$ cat config.mk
export PLATFORM = sky130hd
export DESIGN_NAME = seg_roll_animator
export DESIGN_NICKNAME = d
export VERILOG_FILES = /design/src/rtl/seg_roll_pkg.sv /design/src/rtl/step_divider.sv /design/src/rtl/seg_roll_animator.sv
export SDC_FILE = /design/constraint.sdc
export NUM_CORES = 1
export LEC_CHECK = 0
export CORE_AREA = 2 2 94 96
export DETAILED_ROUTE_END_ITERATION = 16
export DIE_AREA = 0 0 96 98
export GPL_TIMING_DRIVEN = 1
export PLACE_DENSITY_LB_ADDON = 0.05
export SLEW_MARGIN = 5
export SYNTH_ARGS = -nofsm -noshare
export SYNTH_HDL_FRONTEND = slang
export SYNTH_SLANG_ARGS = --single-unit
$ cat constraint.sdc
create_clock -name clk -period 2.5 [get_ports clk]
set_clock_uncertainty 0.2 [all_clocks]
set_input_delay 0.5 -clock clk [delete_from_list [all_inputs] [get_ports clk]]
set_output_delay 0.5 -clock clk [all_outputs]
set_load 0.1 [all_outputs]
$ cat src/rtl/seg_roll_pkg.sv
// Shared types and constants for the 7-segment roll animator.
package seg_roll_pkg;

    typedef enum logic [2:0] {
        IDLE  = 3'd0,
        OUT1  = 3'd1,
        OUT2  = 3'd2,
        BLANK = 3'd3,
        IN2   = 3'd4,
        IN1   = 3'd5
    } state_t;

    localparam logic [6:0] SEG_BLANK = 7'h7F;
    localparam int         AMT_W     = 3;

endpackage

$ cat src/rtl/step_divider.sv
// Free-running step divider: pulses `step` every STEP_DIV cycles, realigned by `restart`.
module step_divider #(
    parameter int STEP_DIV = 5_000_000
) (
    input  logic clk,
    input  logic rst,
    input  logic restart,
    output logic step
);

    localparam int W = (STEP_DIV > 1) ? $clog2(STEP_DIV) : 1;

    logic [W-1:0] cnt;

    assign step = (cnt == W'(STEP_DIV - 1));

    always_ff @(posedge clk or posedge rst) begin
        if (rst)
            cnt <= '0;
        else if (restart || step)
            cnt <= '0;
        else
            cnt <= cnt + 1'b1;
    end

endmodule

$ cat src/rtl/seg_roll_animator.sv
// Roll animation sequencer driving the moveCharUp shift stage.
// Optional SEG_ROLL_QUEUE_EN adds a one-entry pending buffer for loads arriving while busy.
module seg_roll_animator
    import seg_roll_pkg::*;
#(
    parameter int STEP_DIV = 5_000_000
) (
    input  logic             clk,
    input  logic             rst,
    input  logic             load,
    input  logic [6:0]       new_char,
    input  logic             dir,
    output logic [6:0]       char,
    output logic [AMT_W-1:0] amt,
    output logic             up,
    output logic             busy,
    output logic             done
);

    state_t           state, state_n;
    logic [6:0]       old, old_n, tgt, tgt_n;
    logic             dir_r, dir_n;
    logic [6:0]       char_n;
    logic [AMT_W-1:0] amt_n;
    logic             up_n, done_n;
    logic             start, step, restart;
    logic [6:0]       ld_char;
    logic             ld_dir;

`ifdef SEG_ROLL_QUEUE_EN
    logic       pend_v, pend_v_n, pend_d, pend_d_n;
    logic [6:0] pend_c, pend_c_n;
`endif

    // Every state change realigns the divider so each state lasts STEP_DIV cycles.
    assign restart = (state_n != state);
    assign busy    = (state != IDLE);

    step_divider #(.STEP_DIV(STEP_DIV)) u_div (
        .clk     (clk),
        .rst     (rst),
        .restart (restart),
        .step    (step)
    );

    always_comb begin
        state_n = state;
        old_n   = old;
        tgt_n   = tgt;
        dir_n   = dir_r;
        done_n  = 1'b0;
        ld_char = new_char;
        ld_dir  = dir;
        start   = load;
`ifdef SEG_ROLL_QUEUE_EN
        pend_v_n = pend_v;
        pend_c_n = pend_c;
        pend_d_n = pend_d;
        // A live load in the idle cycle takes priority over the buffered one.
        if (!load && pend_v) begin
            ld_char = pend_c;
            ld_dir  = pend_d;
        end
        start = load || pend_v;
        if (state != IDLE && load) begin
            pend_v_n = 1'b1;
            pend_c_n = new_char;
            pend_d_n = dir;
        end
`endif
        case (state)
            IDLE: if (start) begin
                state_n = OUT1;
                tgt_n   = ld_char;
                dir_n   = ld_dir;
`ifdef SEG_ROLL_QUEUE_EN
                pend_v_n = 1'b0;
`endif
            end
            OUT1:  if (step) state_n = OUT2;
            OUT2:  if (step) state_n = BLANK;
            BLANK: if (step) state_n = IN2;
            IN2:   if (step) state_n = IN1;
            IN1: if (step) begin
                state_n = IDLE;
                old_n   = tgt;
                done_n  = 1'b1;
            end
            default: state_n = IDLE;
        endcase

        char_n = old_n;
        amt_n  = '0;
        up_n   = 1'b0;
        case (state_n)
            OUT1:  begin amt_n = AMT_W'(1); up_n = dir_n; end
            OUT2:  begin amt_n = AMT_W'(2); up_n = dir_n; end
            BLANK: begin char_n = SEG_BLANK; amt_n = AMT_W'(3); end
            IN2:   begin char_n = tgt_n; amt_n = AMT_W'(2); up_n = ~dir_n; end
            IN1:   begin char_n = tgt_n; amt_n = AMT_W'(1); up_n = ~dir_n; end
            default: ;
        endcase
    end

    always_ff @(posedge clk or posedge rst) begin
        if (rst)
            state <= IDLE;
        else
            state <= state_n;
    end

    always_ff @(posedge clk or posedge rst) begin
        if (rst) begin
            old   <= SEG_BLANK;
            tgt   <= SEG_BLANK;
            dir_r <= 1'b0;
            char  <= SEG_BLANK;
            amt   <= '0;
            up    <= 1'b0;
            done  <= 1'b0;
        end else begin
            old   <= old_n;
            tgt   <= tgt_n;
            dir_r <= dir_n;
            char  <= char_n;
            amt   <= amt_n;
            up    <= up_n;
            done  <= done_n;
        end
    end

`ifdef SEG_ROLL_QUEUE_EN
    always_ff @(posedge clk or posedge rst) begin
        if (rst) begin
            pend_v <= 1'b0;
            pend_c <= SEG_BLANK;
            pend_d <= 1'b0;
        end else begin
            pend_v <= pend_v_n;
            pend_c <= pend_c_n;
            pend_d <= pend_d_n;
        end
    end
`endif

endmodule

* Yosys cells after proc, flatten, opt, wreduce, memory -nomap -nowiden
Index checks and enable logic that the tools add are counted.
** Word-level totals
- Register bits after elaboration :: 53
- Output and inout port bits :: 13
- Logic and storage cells :: 49
- Input port bits :: 11
** Operators by class
- Reduce and logical (&&, ||, !) cells :: 7
- Mux-type cells :: 19
- Equality and inequality tests :: 12
- $add $sub $neg :: 1
- Bitwise gates (word level) :: 1
** Operators by type and width (number)
- $mux W7 :: 4
- $add A23 B1 Y23 const B :: 1
- $eq A23 B23 Y1 const B :: 1
- $mux W23 :: 1
- $mux W3 :: 6
- $pmux W3 S6 :: 1
- $pmux W7 S2 :: 1
- $eq A3 B2 Y1 const B :: 4
- $eq A3 B3 Y1 const B :: 4
- $reduce_or A2 Y1 :: 4
- $eq A3 B1 Y1 const B :: 2
- $pmux W2 S3 :: 1
- $mux W1 :: 4
- $logic_not A3 Y1 :: 1
- $ne A3 B3 Y1 :: 1
- $reduce_bool A3 Y1 :: 1
- $pmux W1 S2 :: 1
- $logic_or A1 B1 Y1 :: 1
- $not A1 Y1 :: 1

* Depth between registers and ports, before layout
- Word-level depth :: 6
- Mapped depth :: 9
- Gate-level depth less buffers :: 6

* Hierarchy
From an unflattened synthesis, not the netlist that was laid out.
** Second synthesis, totals
- Cells, all modules :: 214
- Area total of the unflattened synthesis :: 2448.6 um^2
** By module, submodules not included
- seg_roll_animator :: cells an instance 89, instances 1, sequential area each 752.0 um^2, area each 1246.2 um^2
- step_divider :: cells an instance 125, instances 1, sequential area each 575.6 um^2, area each 1202.4 um^2

* Least setup slack after synthesis
No wires, ideal clock.
- Path type :: flip-flop to flip-flop
- Start :: register u_div.cnt[10]
- End :: register char[1]
- Slack :: -0.246 ns
- Cell stages (with the launch flop) :: 8
- Clock period less this slack :: 2.746 ns
- Setup time :: 0.082 ns
- Arrival time :: 2.464 ns
- Required time :: 2.218 ns
- Cell sequence :: dfrtp_1 -> or4_1 -> or4_1 -> buf_2 -> or4_4 -> buf_6 -> mux2i_4 -> a22oi_1
** Between the ends
- Word-level cells in the longest chain between the ends :: 6
** RTL lines
- from (decl) :: RTL line step_divider.sv:13 : logic [W-1:0] cnt;
- from (signal assigned) :: RTL line step_divider.sv:23 : cnt <= cnt + 1'b1;
- $eq A23 B23 Y1 * :: RTL line step_divider.sv:15 : assign step = (cnt == W'(STEP_DIV - 1));
- $mux W3, on equally long branches
- $pmux W3 S6 * :: RTL line seg_roll_animator.sv:71 : case (state)
- via state_n[2] :: RTL line seg_roll_animator.sv:20 : state_t state, state_n;
- $eq A3 B3 Y1 :: RTL line seg_roll_animator.sv:95 : case (state_n)
- $reduce_or A2 Y1 (no source line)
- $pmux W7 S2 * :: RTL line seg_roll_animator.sv:95
- via char_n[1] :: RTL line seg_roll_animator.sv:23 : logic [6:0] char_n;
- to (signal assigned) :: RTL line seg_roll_animator.sv:125 : char <= char_n;
- to (decl) :: RTL line seg_roll_animator.sv:13 : output logic [6:0] char,
The timed path passes the listed nets; every way through them passes the cells marked *.

* Worst setup path in the final report
- Start :: register u_div.cnt[10]
- End :: register char[0]
The elaborated chain is that of the path after synthesis.

==> results.sh <==
export IMPL_initial_core_util=0.290
export IMPL_violations="setup timing"
export IMPL_hold_violations=0
export IMPL_cts_root_buf="clkbuf_8"
export IMPL_vias=1696
export IMPL_netlist_area_um2=2460
export IMPL_grt_pass1_wl_um=8770
export IMPL_synthToLayoutAreaGrowth_pct=27.8
export IMPL_path_buf_inv=0
export IMPL_clkTransAtPathRegs_ps=110
export IMPL_max_stage_delay_ps=590
export IMPL_outcome="finished with violations"
export IMPL_finalSetupViolations=20
export IMPL_grt_overflow_total=0
export IMPL_yosysTopAreaCell="dfrtp_1"
export IMPL_synth_edf_count=0
export IMPL_p_leak_nw=1.42
export IMPL_netlist_top_cells_count="nor2_1, dfrtp_1, dfstp_2"
export IMPL_numCtsBuffers=5
export IMPL_num_nets_final=287
export IMPL_diodes=0
export IMPL_irDropWorstVdd_mv=0.336
export IMPL_power_per_cell_area_nw_per_um2=577
export IMPL_seq_area_frac_synth=0.540
export IMPL_vias_per_cell=4.42
export IMPL_avgRoutedWirePerCell_um=13.4
export IMPL_synth_fp_nets=242
export IMPL_met2_usage=0.179
export IMPL_min_period_over_period=1.07
export IMPL_hold_buffers=0
export IMPL_met1_usage=0.172
export IMPL_grt_use_total=0.120
export IMPL_netlist_instances=230
export IMPL_place_congestion=0.797
export IMPL_worst_setup_path_start_kind="flip-flop"
export IMPL_synth_seq_cells=52
export IMPL_drt_iter0_drc=52
export IMPL_async_flop_share=1.00
export IMPL_drive_above_1_share=0.301
export IMPL_synthMuxAreaShare=0.0702
export IMPL_yosys_area_top_type_share=0.316
export IMPL_grt_pass1_vias=1730
export IMPL_crit_chain="or4_1, or4_4, or4_4, mux2i_4, a22oi_1"
export IMPL_synth_compound_area_frac=0.0494
export IMPL_cts_sinks=52
export IMPL_dp_slack_ps=-225
export IMPL_path_common_cell="or4_4"
export IMPL_cp_top_family="simple AND/OR/NAND/NOR gates"
export IMPL_grt_use_met3=0.0285
export IMPL_period_needed_ps=2690
export IMPL_holdCritPathClass="in -> async"
export IMPL_criticalPathCategory="reg -> reg"
export IMPL_fp_dieH_um=98
export IMPL_endpoint_kind="flip-flop"
export IMPL_port_buffers=22
export IMPL_synth_top_family_by_area="simple AND/OR/NAND/NOR gates"
export IMPL_finalPower_mw=1.81
export IMPL_drt_pass1_iter_count=4
export IMPL_worst_skew_pair_late_latency_ps=310
export IMPL_yosysMostFrequentCell="nor2_1"
export IMPL_wl_um=5140
export IMPL_antenna_found_initial=0
export IMPL_finalMaxSlewViolations=0
export IMPL_synth_distinct_cells=40
export IMPL_synth_adder_area_share=0.00509
export IMPL_yosys_top_cells_area="dfrtp_1, dfstp_2, mux2i_1"
export IMPL_ant_nets=0
export IMPL_postPlaceCellArea_um2=2960
export IMPL_io_pins=24
export IMPL_cap_violations=0
export IMPL_rsz0062_at_grt="yes"
export IMPL_cts_tree="built"
export IMPL_h_tree_depth=2
export IMPL_die_w_um=96
export IMPL_crit_required_ps=2530
export IMPL_fill_cells=842
export IMPL_synth_ff_type="dfrtp_1"
export IMPL_worstPathMaxFanout=8
export IMPL_yosysWarnings=0
export IMPL_coreArea_um2=8470
export IMPL_cts_buffer_depth=2
export IMPL_grt_max_degree=36
export IMPL_crit_arrival_ps=2720
export IMPL_multiInputGateArea_um2=1090
export IMPL_hpwl_um=3540
export IMPL_synth_xor_area_share=0.0784
export IMPL_design_area_um2=3140
export IMPL_grt_busiest_layer="met2"
export IMPL_max_freq_mhz=372
export IMPL_crit_slowest_cell="or4_4"
export IMPL_drc_errors=0
export IMPL_worst_slack_ps=-185
export IMPL_dieArea_um2=9410
export IMPL_syn_area_per_cell_um2=10.7
export IMPL_fp_row_count=34
export IMPL_seqCellArea_um2=1330
export IMPL_yosys_area_share_simple=0.204
[per-stage QoR]
step | instances | util | setup TNS [ps] | hold WS (ps)
after CTS | 384 | 0.365 | -3200 | 332
after global routing | 384 | 0.371 | -5880 | 350
after detailed placement | 375 | 0.350 | -3350 | 323
after global placement | 375 | 0.350 | -1180 | 317
after floorplan | 230 | - | -4400 | 240
final | 384 | 0.371 | -2100 | 327
[per-layer routing]
layer  part of all wire  routed length (um)  up-vias
li1                   -                   -      868
met1               0.49                2510      800
met2               0.46                2380       22
met3              0.034                 175        6
met4              0.015                  75        0
met5                  0                   0        -
[area by class of cell]
cell class / instances / area share
Clock buffer: 5 / 0.0219
Inverter: 20 / 0.0239
Multi-Input combinational cell: 148 / 0.346
Tap cell: 108 / 0.0430
Timing Repair Buffer: 48 / 0.135
Sequential cell: 52 / 0.423
Clock inverter: 3 / 0.00836
[where the power goes]
group	total (mW)	switching, mW	internal (mW)
Sequential	0.970	0.0444	0.926
Combinational	0.322	0.165	0.157
Clock	0.521	0.313	0.207
[cell usage in the layout, fill, tap and decap left out, types with 2 or more instances in the layout]
master and n:
or4_4 2, clkbuf_8 5, or3_1 2, nor4_1 2, and4_1 2, and3_1 5, clkdlybuf4s50_1 10, xnor2_1 10
mux2i_4 6, nand2_1 9, nand3_1 11, buf_12 3, nor3_1 5, a211oi_1 2, mux2i_1 8, xor2_1 12
mux2i_2 2, a22oi_1 7, nand4_1 7, buf_4 35, nor2_1 32, or4_1 2, inv_1 19, dfstp_2 21
nand2b_1 3, dfrtp_1 31, o31ai_1 2, nor2b_1 3
[path summary, 6_finish.rpt]
path                       slack (ps)  cells after the start       endpoint           from
min in group clk                  340                      2   u_div.cnt[0]   u_div.cnt[0]
setup / recovery                 -190                      5        char[0]  u_div.cnt[10]
setup reg to reg                 -190                      5        char[0]  u_div.cnt[10]
hold reg to reg                   340                      2   u_div.cnt[0]   u_div.cnt[0]
max in group asynchronous        1330                      3         tgt[4]            rst
hold / removal                    330                      3  u_div.cnt[15]            rst
[flip-flops by register name, summed over array words and instances (netlist names)]
| name | count |
|---|---|
| amt | 2 |
| u_div.cnt | 23 |
| done | 1 |
| old | 7 |
| dir_r | 1 |
| tgt | 7 |
| char | 7 |
| state | 3 |
| up | 1 |
[repair_timing]
| action | CTS | global route |
|---|---|---|
| setup endpoints to repair | 43 | 43 |
| cloned | 0 | 0 |
| buffers inserted | 1 | 0 |
| pin swaps | 5 | 2 |
| resized for setup | 6 | 8 |
[tightest hold or removal path: stages]
cell and delay (ps):
clkdlybuf4s50_1 410, inv_2 60, buf_4 250
[cells by family (layout without fill, tap and decap cells)]
group / after synthesis / count (layout)
AO/OA/AOI/OAI: 15 / 15
XOR/XNOR: 22 / 22
adder cells (fa/ha/maj): 1 / 1
buffers and inverters: 30 / 76
flip-flops: 52 / 52
multiplexers: 16 / 16
other: 1 / 1
AND/OR/NAND/NOR: 93 / 93
Power figures use the tool's default switching activity.
